--- src/rtl/reservation_station_pkg.sv ---
// Shared widths, opcode constants and the entry record for the ALU
// reservation station.
package reservation_station_pkg;

    localparam int DATA_WID = 32;
    localparam int ROB_WID  = 4;
    localparam int ADDR_WID = 32;

    localparam int RS_SIZE  = 16;
    localparam int RS_IDX_W = 4;

    localparam logic [6:0] OPCODE_CAL   = 7'b0110011;
    localparam logic [6:0] OPCODE_CALI  = 7'b0010011;
    localparam logic [6:0] OPCODE_B     = 7'b1100011;
    localparam logic [6:0] OPCODE_LUI   = 7'b0110111;
    localparam logic [6:0] OPCODE_AUIPC = 7'b0010111;
    localparam logic [6:0] OPCODE_JAL   = 7'b1101111;
    localparam logic [6:0] OPCODE_JALR  = 7'b1100111;

    // One buffered op: operand values are valid only while their rdy bit is set,
    // otherwise the tag names the ROB entry that will produce them.
    typedef struct packed {
        logic [6:0]          opcode;
        logic [2:0]          funct3;
        logic                funct7;
        logic                rdy1;
        logic [DATA_WID-1:0] val1;
        logic [ROB_WID-1:0]  tag1;
        logic                rdy2;
        logic [DATA_WID-1:0] val2;
        logic [ROB_WID-1:0]  tag2;
        logic [DATA_WID-1:0] imm;
        logic [ADDR_WID-1:0] pc;
        logic                pre_j;
        logic [ROB_WID-1:0]  rob_pos;
    } rs_entry_t;

endpackage

--- src/rtl/reservation_station_select.sv ---
// Lowest-set-bit priority encoder over the reservation-station entries.
module rs_select
    import reservation_station_pkg::*;
(
    input  logic [RS_SIZE-1:0]  req,
    output logic                found,
    output logic [RS_IDX_W-1:0] idx
);

    // Scan from the top so the lowest set bit is the last one written.
    always_comb begin
        found = 1'b0;
        idx   = '0;
        for (int i = RS_SIZE - 1; i >= 0; i--) begin
            if (req[i]) begin
                found = 1'b1;
                idx   = i[RS_IDX_W-1:0];
            end
        end
    end

endmodule

--- src/rtl/reservation_station.sv ---
// ALU reservation station: buffers issued ALU-class ops, snoops the ALU and
// LSB result buses for missing operands and dispatches one ready op per cycle.
// Optional feature macro: RS_CDB_BYPASS_EN (dispatch at the wakeup edge using
// the result-bus value directly).
module reservation_station
    import reservation_station_pkg::*;
(
    input  logic                clk,
    input  logic                rst,
    input  logic                rdy,
    input  logic                rollback,
    input  logic                rs_en,
    input  logic [ROB_WID-1:0]  rob_pos,
    input  logic [6:0]          opcode,
    input  logic [2:0]          funct3,
    input  logic                funct7,
    input  logic                rs1_rdy,
    input  logic [DATA_WID-1:0] rs1_val,
    input  logic [ROB_WID-1:0]  rs1_rob_pos,
    input  logic                rs2_rdy,
    input  logic [DATA_WID-1:0] rs2_val,
    input  logic [ROB_WID-1:0]  rs2_rob_pos,
    input  logic [DATA_WID-1:0] imm,
    input  logic [ADDR_WID-1:0] pc,
    input  logic                pre_j,
    output logic                rs_full,
    input  logic                alu_done,
    input  logic [DATA_WID-1:0] alu_res,
    input  logic [ROB_WID-1:0]  alu_res_rob_pos,
    input  logic                lsb_done,
    input  logic [DATA_WID-1:0] lsb_res,
    input  logic [ROB_WID-1:0]  lsb_res_rob_pos,
    output logic                alu_en,
    output logic [6:0]          alu_opcode,
    output logic [2:0]          alu_funct3,
    output logic                alu_funct7,
    output logic [DATA_WID-1:0] alu_val1,
    output logic [DATA_WID-1:0] alu_val2,
    output logic [DATA_WID-1:0] alu_imm,
    output logic [ADDR_WID-1:0] alu_pc,
    output logic                alu_pre_j,
    output logic [ROB_WID-1:0]  alu_rob_pos
);

    localparam int CNT_W = RS_IDX_W + 1;
    localparam logic [CNT_W-1:0] FULL_AT = CNT_W'(RS_SIZE - 1);

    rs_entry_t              ent [RS_SIZE];
    logic [RS_SIZE-1:0]     busy;

    logic [RS_SIZE-1:0]     wake1, wake2;
    logic [DATA_WID-1:0]    wake_val1 [RS_SIZE];
    logic [DATA_WID-1:0]    wake_val2 [RS_SIZE];
    logic [RS_SIZE-1:0]     free_req, ready_req;
    logic                   free_found, ready_found;
    logic [RS_IDX_W-1:0]    free_idx, ready_idx;
    logic                   do_insert, do_dispatch;
    logic [CNT_W-1:0]       cnt, next_cnt;
    rs_entry_t              new_ent;

    // A tag match against one result bus.
    function automatic logic bus_hit(input logic done, input logic [ROB_WID-1:0] bus_tag,
                                     input logic [ROB_WID-1:0] tag);
        return done && (bus_tag == tag);
    endfunction

    // Per-entry wakeup: ALU bus has priority, both buses carry the same value for a tag.
    always_comb begin
        wake1 = '0;
        wake2 = '0;
        for (int i = 0; i < RS_SIZE; i++) begin
            wake1[i]     = bus_hit(alu_done, alu_res_rob_pos, ent[i].tag1) ||
                           bus_hit(lsb_done, lsb_res_rob_pos, ent[i].tag1);
            wake2[i]     = bus_hit(alu_done, alu_res_rob_pos, ent[i].tag2) ||
                           bus_hit(lsb_done, lsb_res_rob_pos, ent[i].tag2);
            wake_val1[i] = bus_hit(alu_done, alu_res_rob_pos, ent[i].tag1) ? alu_res : lsb_res;
            wake_val2[i] = bus_hit(alu_done, alu_res_rob_pos, ent[i].tag2) ? alu_res : lsb_res;
        end
    end

    // Ready and free request vectors plus the current occupancy.
    always_comb begin
        free_req  = ~busy;
        ready_req = '0;
        cnt       = '0;
        for (int i = 0; i < RS_SIZE; i++) begin
`ifdef RS_CDB_BYPASS_EN
            ready_req[i] = busy[i] && (ent[i].rdy1 || wake1[i]) && (ent[i].rdy2 || wake2[i]);
`else
            ready_req[i] = busy[i] && ent[i].rdy1 && ent[i].rdy2;
`endif
            cnt = cnt + {{RS_IDX_W{1'b0}}, busy[i]};
        end
    end

    rs_select u_free_sel (
        .req   (free_req),
        .found (free_found),
        .idx   (free_idx)
    );

    rs_select u_ready_sel (
        .req   (ready_req),
        .found (ready_found),
        .idx   (ready_idx)
    );

    // Incoming op, with its operands snooped against this cycle's result buses.
    always_comb begin
        new_ent         = '0;
        new_ent.opcode  = opcode;
        new_ent.funct3  = funct3;
        new_ent.funct7  = funct7;
        new_ent.tag1    = rs1_rob_pos;
        new_ent.tag2    = rs2_rob_pos;
        new_ent.imm     = imm;
        new_ent.pc      = pc;
        new_ent.pre_j   = pre_j;
        new_ent.rob_pos = rob_pos;
        new_ent.rdy1    = rs1_rdy || bus_hit(alu_done, alu_res_rob_pos, rs1_rob_pos) ||
                          bus_hit(lsb_done, lsb_res_rob_pos, rs1_rob_pos);
        new_ent.val1    = rs1_rdy ? rs1_val :
                          bus_hit(alu_done, alu_res_rob_pos, rs1_rob_pos) ? alu_res : lsb_res;
        new_ent.rdy2    = rs2_rdy || bus_hit(alu_done, alu_res_rob_pos, rs2_rob_pos) ||
                          bus_hit(lsb_done, lsb_res_rob_pos, rs2_rob_pos);
        new_ent.val2    = rs2_rdy ? rs2_val :
                          bus_hit(alu_done, alu_res_rob_pos, rs2_rob_pos) ? alu_res : lsb_res;

        do_insert   = rs_en && free_found && !rollback;
        do_dispatch = ready_found && !rollback;
        next_cnt    = cnt + {{RS_IDX_W{1'b0}}, do_insert} - {{RS_IDX_W{1'b0}}, do_dispatch};
    end

    // Entry payload: operand capture on wakeup and write of the newly issued op.
    always_ff @(posedge clk) begin
        if (rdy) begin
            for (int i = 0; i < RS_SIZE; i++) begin
                if (busy[i] && !ent[i].rdy1 && wake1[i]) begin
                    ent[i].rdy1 <= 1'b1;
                    ent[i].val1 <= wake_val1[i];
                end
                if (busy[i] && !ent[i].rdy2 && wake2[i]) begin
                    ent[i].rdy2 <= 1'b1;
                    ent[i].val2 <= wake_val2[i];
                end
            end
            if (do_insert) begin
                ent[free_idx] <= new_ent;
            end
        end
    end

    // Control state: busy bits, dispatch register and the full flag.
    always_ff @(posedge clk) begin
        if (!rst) begin
            busy        <= '0;
            rs_full     <= 1'b0;
            alu_en      <= 1'b0;
            alu_opcode  <= '0;
            alu_funct3  <= '0;
            alu_funct7  <= 1'b0;
            alu_val1    <= '0;
            alu_val2    <= '0;
            alu_imm     <= '0;
            alu_pc      <= '0;
            alu_pre_j   <= 1'b0;
            alu_rob_pos <= '0;
        end else if (rdy) begin
            if (rollback) begin
                busy    <= '0;
                rs_full <= 1'b0;
                alu_en  <= 1'b0;
            end else begin
                alu_en <= do_dispatch;
                if (do_dispatch) begin
                    busy[ready_idx] <= 1'b0;
                    alu_opcode      <= ent[ready_idx].opcode;
                    alu_funct3      <= ent[ready_idx].funct3;
                    alu_funct7      <= ent[ready_idx].funct7;
                    alu_val1        <= ent[ready_idx].rdy1 ? ent[ready_idx].val1 : wake_val1[ready_idx];
                    alu_val2        <= ent[ready_idx].rdy2 ? ent[ready_idx].val2 : wake_val2[ready_idx];
                    alu_imm         <= ent[ready_idx].imm;
                    alu_pc          <= ent[ready_idx].pc;
                    alu_pre_j       <= ent[ready_idx].pre_j;
                    alu_rob_pos     <= ent[ready_idx].rob_pos;
                end
                if (do_insert) begin
                    busy[free_idx] <= 1'b1;
                end
                rs_full <= (next_cnt >= FULL_AT);
            end
        end
    end

endmodule

--- config.mk ---
export PLATFORM = sky130hd
export DESIGN_NAME = reservation_station
export DESIGN_NICKNAME = d
export VERILOG_FILES = /design/src/rtl/reservation_station_pkg.sv /design/src/rtl/reservation_station_select.sv /design/src/rtl/reservation_station.sv
export SDC_FILE = /design/constraint.sdc
export NUM_CORES = 2
export LEC_CHECK = 0
export ABC_AREA = 1
export BUFFER_PORTS_ARGS = -buffer_cell sky130_fd_sc_hd__buf_2
export CELL_PAD_IN_SITES_DETAIL_PLACEMENT = 1
export CELL_PAD_IN_SITES_GLOBAL_PLACEMENT = 1
export CORE_MARGIN = 2
export CORE_UTILIZATION = 30
export DETAILED_ROUTE_END_ITERATION = 10
export PLACE_DENSITY_LB_ADDON = 0.05
export SYNTH_ARGS = -nofsm -noshare
export SYNTH_HDL_FRONTEND = slang
export SYNTH_HIERARCHICAL = 1
export SYNTH_SLANG_ARGS = --single-unit
--- constraint.sdc ---
create_clock -name clk -period 14.2 [get_ports clk]
set_input_delay 0.71 -clock clk [delete_from_list [all_inputs] [get_ports clk]]
set_output_delay 0.71 -clock clk [all_outputs]
set_load 0.005 [all_outputs]
==> reports/results.ini <==
[sta]
worst_slew_pin_slew_ns=1.407
finalClockSkew_ns=0.08100
fmax_ghz=0.1357
relSlewSlack=0.06167
slew_viol_final=0
setup_violations=0
layout_min_cycle_time_ns=7.371
hold_viol=0
fin_tns_setup_ns=0
rsz0062_at_grt=no
period_share=0.5191

[floorplan]
die_width_um=678.3
start_util=0.3013
num_io_pins=379
fp.coreArea_mm2=0.4528
rows=247
die_area_mm2=0.4601
die_y_um=678.3

[global_route]
grt_pass1_vias=130700
grt.busiest_layer=met2
grt-ovfl-total=0
grt_pass1_wl_mm=1104
grt_max_degree=139
grt_use_total=0.3426
use_met3=0.06096
use_met2=0.5472
grtUsageMet1=0.4227
antenna_found_initial=114

[logic_synthesis]
synth_cells=14240
synth-main-ff-cell=edfxtp_1
synthTopCellsByArea=edfxtp_1, nand2_1, a22oi_1
syn_area_per_cell_um2=9.579
netlist.area_leader.share=0.5422
synth_seq_area_share=0.5661
netlist_area_mm2=0.1364
async_flop_share=0
syn-num-nets=14490
synth_edf_count=2463
synthDistinctLibCells=46
ys_ff_latch=2626
synth_top_cell_by_area=edfxtp_1
synth_warnings=6

[critical_path]
crit_chain=inv_1, nor3_1, or2_1, nand3_1, nand3_1, nand3_1, nand3_1, a21oi_1, nor3_1, nand2_1, inv_8, buf_4, buf_12, buf_4, a22oi_1, nand2_1, nand2_1, nand3_1, a21oi_1, a21oi_1, nand2_1, a21oi_1
critical_path_required_ns=15.11
critPathSlowestCell=inv_8
cpPeakStageDelay_ns=1.01
start_kind=flip-flop
cp.arrival_ns=8.28
crit_path_max_fanout=138
end_kind=flip-flop
crit_path_frequent_cell=nand3_1
crit_type=flip-flop to flip-flop

[layout]
multi_input_area_mm2=0.05216
nNetsFinal=14190
area_growth_pct=13.45
mostFrequentLayoutCell=nand2_1
fillers=50480
regArea_mm2=0.07722
mostFrequentLayoutCells=nand2_1, edfxtp_1, nand3_1
layout-drive-gt1-share=0.1089

[clock_tree]
clk_latency_ns=0.99
h-tree-depth=5
cts_buffer_depth=4
numClockSinks=2626
cts.repair.resized=0
root_buffer=clkbuf_16
path_clk_slew_ns=0.06
post_cts_buffers=0
cts_hold_buffers=0
cts_inserted_buffers=332
cts_tree=yes

[routing]
route.vias.total=129600
wl_per_cell_um=40.27
viasPerCell=6.392
routed_wl_mm=816.3
dr.pass1.iters=6
drc=0
dr.first_iter.drc_count=15290
ant_nets=0

[run_status]
status=complete, no violations

[power]
power.leakage_nw=55.23
ir_worst_vdd_v=0.0001154
power.density_mw_per_mm2=119.2
power_mw=18.45

[flow_run]
drv_cap=0

[hold_path]
hp-class=input pin to flip-flop

[placed_design]
gp_congestion=0.9088
portBuffers=378
place_hpwl_mm=478.6

## metal layers
metal	wire length [um]	vias to the layer above	share of wire
met5	232	-	0.00028
met4	63780	38	0.078
met3	63290	2367	0.078
met2	370300	7255	0.45
met1	318800	67280	0.39
li1	-	52620	-
## sequential cells by signal (all words and copies together), names as in the netlist
name         cells
busy            16
alu_val2        32
alu_rob_pos      4
rs_full          1
alu_pre_j        1
alu_val1        32
alu_opcode       7
alu_imm         32
ent           2464
alu_funct7       1
alu_pc          32
alu_en           1
alu_funct3       3
## final timing paths
check,start,endpoint,slack [ns],cells past startpoint
max,busy[14]$_SDFFE_PN0P_,alu_val1[20]$_SDFFE_PN0P_,6.83,22
min,imm[0],ent[15][37]$_DFFE_PP_,0.1,1
max reg2reg,busy[14]$_SDFFE_PN0P_,alu_val1[20]$_SDFFE_PN0P_,6.83,22
min reg2reg,alu_pc[27]$_SDFFE_PN0P_,alu_pc[27]$_SDFFE_PN0P_,0.46,2
## synthesized netlist by cell type (6+ instances only)
cell type  number
nand4_1       777
o21ai_1       184
o221ai_1       15
o211ai_1      394
nand3_2        16
nor2_2         23
xor2_1         15
o31ai_1         8
o21ai_2        22
dfxtp_1       163
a211oi_1       10
buf_4          43
buf_6          39
nor2_1        639
mux2i_1        64
a21oi_1       691
edfxtp_1     2463
nor4_1         58
inv_2          46
fa_1           12
nor2_4         20
o21ai_0      1228
buf_2         345
clkinv_1       38
nor3_1         26
xnor2_1         6
o2111ai_1       8
o22ai_1        58
o41ai_1        49
nand3_1      1725
buf_1         149
a22oi_1      1152
ha_1            8
nand3_4        10
nand2_1      2528
inv_1         289
clkbuf_1      875
clkbuf_2       32
## per-stage QoR
step / worst slack, ns / cells / hold WS [ns] / area, um^2 / utilization
2_1_floorplan: 5.552 / 14240 / 0.4618 / 136400 / -
3_3_place_gp: 6.987 / 19570 / 0.4557 / 143900 / 0.3179
3_5_place_dp: 7.002 / 19570 / 0.4586 / 143900 / 0.3179
4_1_cts: 6.993 / 20180 / 0.01820 / 154500 / 0.3413
5_1_grt: 6.572 / 20230 / 0.06546 / 154700 / 0.3416
6_report: 6.829 / 20270 / 0.09690 / 154800 / 0.3418
## logic make-up after synthesis
family	count (synthesis)	synth area share
adders and majority gates	20	0.002495
and+or+nand+nor	5826	0.1950
muxes	64	0.004696
AOI/OAI and AO/OA	3828	0.1725
xor gates and xnor gates	21	0.001348
buffers and inverters	1856	0.05786
DFF	2626	0.5661
## critical path, delay by kind of cell, from the launching register on
kind,cells,cell delay (ns)
DFF,1,0.45
and+or+nand+nor,12,2.69
AOI/OAI and AO/OA,5,0.58
buffers and inverters,5,3.19
## area by class of cell
type / instances / share of cell area
inverters: 373 / 0.009960
flip-flops and latches: 2626 / 0.4990
diodes: 86 / 0.001391
clock buffers: 476 / 0.06086
clock inverters: 134 / 0.007591
repair buffers: 840 / 0.03589
multi-input cells: 9759 / 0.3370
well taps: 5976 / 0.04831
## where the power goes
part	total (mW)	switching [mW]	leakage, nW	internal (mW)
sequential	8.49	0.00630	23.6	8.49
clock	8.48	3.62	5.18	4.87
combinational	1.47	1.17	26.5	0.307
(Power assumes the default switching activity.)
